`src/rtl/slice_pkg.sv`:
```
// Types and helpers shared by the slice serializer and its deserializer counterpart.
package slice_pkg;

    typedef enum logic {
        IDLE = 1'b0,
        SEND = 1'b1
    } state_e;

    function automatic int ceil_div(input int a, input int b);
        return (a + b - 1) / b;
    endfunction

endpackage

```
`src/rtl/slice_pick.sv`:
```
// Selects SPAN bits of a word starting at a declared index; bits past HI read as zero.
module slice_pick #(
    parameter int HI   = 3,
    parameter int LO   = 0,
    parameter int SPAN = 1,
    parameter int SWAP = 0
) (
    input  logic [(SWAP ? LO : HI):(SWAP ? HI : LO)] word,
    input  logic [31:0]                              index,
    output logic [SPAN-1:0]                          slice
);

    localparam int W = HI - LO + 1;

    // Re-pack by declared index so the word's direction no longer matters.
    logic [W-1:0] flat;

    for (genvar p = LO; p <= HI; p++) begin : g_flat
        assign flat[p-LO] = word[p];
    end

    // The right shift zero-fills, which gives the partial final slice for free.
    assign slice = SPAN'(flat >> (index - 32'(LO)));

endmodule

```
`src/rtl/slice_serializer.sv`:
```
// Captures one word and streams it out SPAN bits per beat, lowest declared index first.
module slice_serializer
    import slice_pkg::*;
#(
    parameter int HI   = 3,
    parameter int LO   = 0,
    parameter int SPAN = 1,
    parameter int SWAP = 0
) (
    input  logic                                     clk,
    input  logic                                     rst,
    input  logic                                     in_valid,
    output logic                                     in_ready,
    input  logic [(SWAP ? LO : HI):(SWAP ? HI : LO)] in_data,
    output logic                                     out_valid,
    input  logic                                     out_ready,
    output logic [SPAN-1:0]                          out_data,
    output logic                                     out_last,
    output logic [31:0]                              out_idx
);

    localparam int W = HI - LO + 1;
    localparam int N = ceil_div(W, SPAN);

    localparam logic [31:0] LO_U     = 32'(LO);
    localparam logic [31:0] HI_U     = 32'(HI);
    localparam logic [31:0] SPAN_U   = 32'(SPAN);
    localparam logic [31:0] IDX_LAST = 32'(LO + (N - 1) * SPAN);

    state_e state_q, state_d;
    logic [(SWAP ? LO : HI):(SWAP ? HI : LO)] word_q, word_d;
    logic [31:0] idx_q, idx_d;
    logic [SPAN-1:0] pick;
    logic last_hit;

    slice_pick #(
        .HI  (HI),
        .LO  (LO),
        .SPAN(SPAN),
        .SWAP(SWAP)
    ) u_pick (
        .word (word_q),
        .index(idx_q),
        .slice(pick)
    );

    assign last_hit = (idx_q + SPAN_U) > HI_U;

    always_comb begin
        state_d   = state_q;
        word_d    = word_q;
        idx_d     = idx_q;
        in_ready  = (state_q == IDLE);
        out_valid = (state_q == SEND);
        out_last  = (state_q == SEND) && last_hit;
        out_data  = (state_q == SEND) ? pick : '0;
        out_idx   = idx_q;
        case (state_q)
            IDLE: begin
                if (in_valid) begin
                    word_d  = in_data;
                    idx_d   = LO_U;
                    state_d = SEND;
                end
            end
            SEND: begin
                // No re-accept on the final beat: IDLE always costs one cycle.
                if (out_ready) begin
                    if (last_hit) begin
                        idx_d   = LO_U;
                        state_d = IDLE;
                    end else begin
                        idx_d = idx_q + SPAN_U;
                    end
                end
            end
            default: state_d = IDLE;
        endcase
    end

    always_ff @(posedge clk or posedge rst) begin
        if (rst) begin
            state_q <= IDLE;
            word_q  <= '0;
            idx_q   <= LO_U;
        end else begin
            state_q <= state_d;
            word_q  <= word_d;
            idx_q   <= idx_d;
        end
    end

    a_hold_stable: assert property (@(posedge clk) disable iff (rst)
        (out_valid && !out_ready) |=> ($stable(out_data) && $stable(out_idx) && $stable(out_last)));

    a_idx_range: assert property (@(posedge clk) disable iff (rst) out_idx <= HI_U);

    a_last_idx: assert property (@(posedge clk) disable iff (rst) out_last |-> out_idx == IDX_LAST);

endmodule

```
`config.mk`:
```
export PLATFORM = sky130hd
export DESIGN_NAME = slice_serializer
export DESIGN_NICKNAME = d
export VERILOG_FILES = /design/src/rtl/slice_pkg.sv /design/src/rtl/slice_pick.sv /design/src/rtl/slice_serializer.sv
export SDC_FILE = /design/constraint.sdc
export NUM_CORES = 1
export LEC_CHECK = 0
export ABC_AREA = 1
export CORE_UTILIZATION = 53
export CTS_BUF_LIST = sky130_fd_sc_hd__clkbuf_4 sky130_fd_sc_hd__clkbuf_8 sky130_fd_sc_hd__clkbuf_16
export CTS_CLUSTER_SIZE = 12
export DETAILED_ROUTE_END_ITERATION = 6
export PLACE_DENSITY = 0.79
export SLEW_MARGIN = 10
export SYNTH_ARGS = -nofsm -noshare
export SYNTH_HDL_FRONTEND = slang
export SYNTH_SLANG_ARGS = --single-unit
```
`constraint.sdc`:
```
create_clock -name clk -period 2.4 [get_ports clk]
set_input_delay 0.48 -clock clk [delete_from_list [all_inputs] [get_ports clk]]
set_output_delay 0.48 -clock clk [all_outputs]
set_load 0.005 [all_outputs]
```
==> results.md <==
* Sequential area share after synthesis at 0.378
* Drt total wl at 8480 um
* Number of enable flip-flop cells after synthesis at 0
* Layout fillers at 303
* Syn-to-layout area delta at 52.6%
* Port bufs at 43
* Area of the multi-input gates at 1470 um2
* Core region area at 4410 um2
* Netlist Area Pre-Place at 2450 um2
* Min-delay src: word_q[0]
* Initial DRC count at 326
* Fin nets at 514
* Drc violations at 0
* Fmax achieved at 0.373 GHz
* Synth cell types at 25
* Post-Synthesis Cells at 381
* Unrepaired setup endpoints after global routing: true
* Hold slack at 0.502 ns
* Crit path cell chain: buf_6 > nand2_4 > nor2_8 > nand2_1 > nor2_2 > nand2_1 > nand2_1 > nand2_1 > nor2_1 > nand2_1 > nor2_2 > a31oi_1 > buf_2
* First-pass detailed-route iteration total at 7
* Max FO, Critical Path at 6
* Most used cell, CP: nand2_1
* Ys Warns at 0
* Fin. max-slew vios at 0
* Final Hold Vio Count at 0
* Buffer and inverter count on the worst path at 2
* Reg area at 930 um2
* Layout cells sized above 1 at 0.269
* Pwr dens at 467 nW/um2
* Levels on crit path at 13
* Tot GR Track Use at 0.336
* Leakage at 0.00181 uW
* Post-synth ARST share at 1.00
* Hpwl dp at 5760 um
* Peak VDD IR at 0.000657 V
* Skew final at 0.0117 ns
* Vias/cell at 5.38
* Finished Cell Area at 3740 um2
* Routability cong. at 0.970
* Vias at 2996
* CTS Root Cell: clkbuf_8
* Final Setup Violations at 1
* Synth Area per Inst at 6.44 um2
* Synth Net Count at 391
* Failing checks: setup timing
* Hold-critical path depth at 1
* Crit start category: register
* First-pass GRT wire length at 12700 um
* DIE HEIGHT at 70.0 um
* Critical R2R Capture: out_valid
* H-Tree Level Count at 2
* Worst Hold End: word_q[0]
* Congestion Overflow GR at 0
* CP arrival at 2.20 ns
* Largest net degree at the start of global routing at 38
* Hold WC Path Type: reg -> reg
* Tcrit/Tclk final at 1.12
* CTS Buffer Depth at 2
* Num rows at 24
* RR Startpoint: out_idx[1]
* Area after DPL at 3360 um2
* Critical path endpoint category: output port
* Setup ws final at -0.283 ns
* R2r setup slk at 0.21 ns
* Outcome: finished with violations
* Ranking of synthesized cells by area: dfrtp_1, nand2_1, nor2_1
* Num CTS Buffers at 5
* Synth Flop Type: dfrtp_1
* Critical path's top delay family: simple AND/OR/NAND/NOR gates
* Minimum clock period at 2.68 ns
* Routed len/inst at 15.2 um
* Antenna violations before repair at 0
* Req. time, crit path at 1.92 ns
* Actual slew at the worst max-slew pin at 0.500 ns
* MaxCap Viol Count at 0
* Worst-Skew Late Latency at 0.29 ns
* Clock-pin slew on the worst setup and hold paths at 0.08 ns
* Critical path class: reg -> out
* Leading area contributor after synthesis: dfrtp_1
* Yosys reg bits at 37
* Die area at 4900 um2
* Area share of the largest cell type after synthesis at 0.378
* Commonest cells post-synth: nand2_1, nor2_1, inv_1
* Starting Density at 0.556
* CP peak stage delay at 0.42 ns
* Slew headroom at 0.667
* Post-route ant nets at 0
* CTS tree: built
* Most common cell in the synthesized netlist: nand2_1
* Number of hold buffers added after CTS at 0
* Vias in the first global route at 2724
* Worst reg2reg path depth at 15
* Ant. Diodes at 0
* Die Width at 70.0 um
* Crit-path slowest cell: dfrtp_1
* Ports at 44
* CTS Sinks at 37
per-layer routing:
layer	GRT usage	part of all wire
met3	0.0519	0.066
met2	0.529	0.49
met1	0.453	0.42
met5	0	0
met4	0.162	0.028
logic make-up after synthesis:
logic type,synth area share
compound gates,0.0291
xor+xnor,0.00714
mux,0.0138
buf+inv,0.0765
simple gates,0.486
flops,0.378
fa+ha+maj,0.0102
where the power goes:
group,internal (uW),switching (uW),total (uW)
sequential,679,39.1,718
clock,240,217,458
combinational,271,302,573
worst max-delay path by stage:
stage,from,endpoint,slack (ns)
after detailed placement,out_idx[1],out_last,-0.26
after global placement,out_idx[9],out_last,-0.22
after CTS,out_idx[1],out_last,-0.19
after floorplan,out_idx[1],out_last,0.31
after global routing,out_idx[1],out_last,-0.39
final,out_idx[1],out_last,-0.28
flip-flops by register name, indices dropped and copies added, names as in the netlist:
| signal | cells |
|---|---|
| out_valid | 1 |
| out_idx | 32 |
| word_q | 4 |
per-stage QoR:
step / utilization / TNS, ns / total power (uW) / std cells / setup slack (ns)
CTS: 0.797 / -0.193 / 1700 / 541 / -0.193
global route: 0.848 / -0.451 / 1830 / 557 / -0.392
floorplan: - / 0 / 974 / 381 / 0.314
detailed placement: 0.760 / -0.264 / 1210 / 529 / -0.264
finish: 0.848 / -0.283 / 1750 / 557 / -0.283
global placement: 0.760 / -0.223 / 1200 / 529 / -0.223
what timing repair did:
item                       CTS  global route
resized for setup           17            29
buffers inserted             4            16
cloned                       0             0
pin swaps                   10            14
setup endpoints to repair    2             1
cells in the final DEF, fill, tap and decap left out, types with 6 or more instances in the layout:
master,instances
nand3_1,24
nand4_1,6
nor2_2,14
nand2_1,120
inv_1,46
dfrtp_1,34
o21ai_0,6
nor2_1,74
clkdlybuf4s50_1,41
buf_4,73
nand2_2,11
final cells by class:
| type | count | share of cell area |
|---|---|---|
| multi-input combinational | 294 | 0.392 |
| timing repair buffer | 119 | 0.271 |
| sequential | 37 | 0.248 |
| clock buffer | 8 | 0.0244 |
| inverter | 47 | 0.0471 |
| tap | 52 | 0.0174 |
No activity file was read; power rests on OpenSTA's default activity.
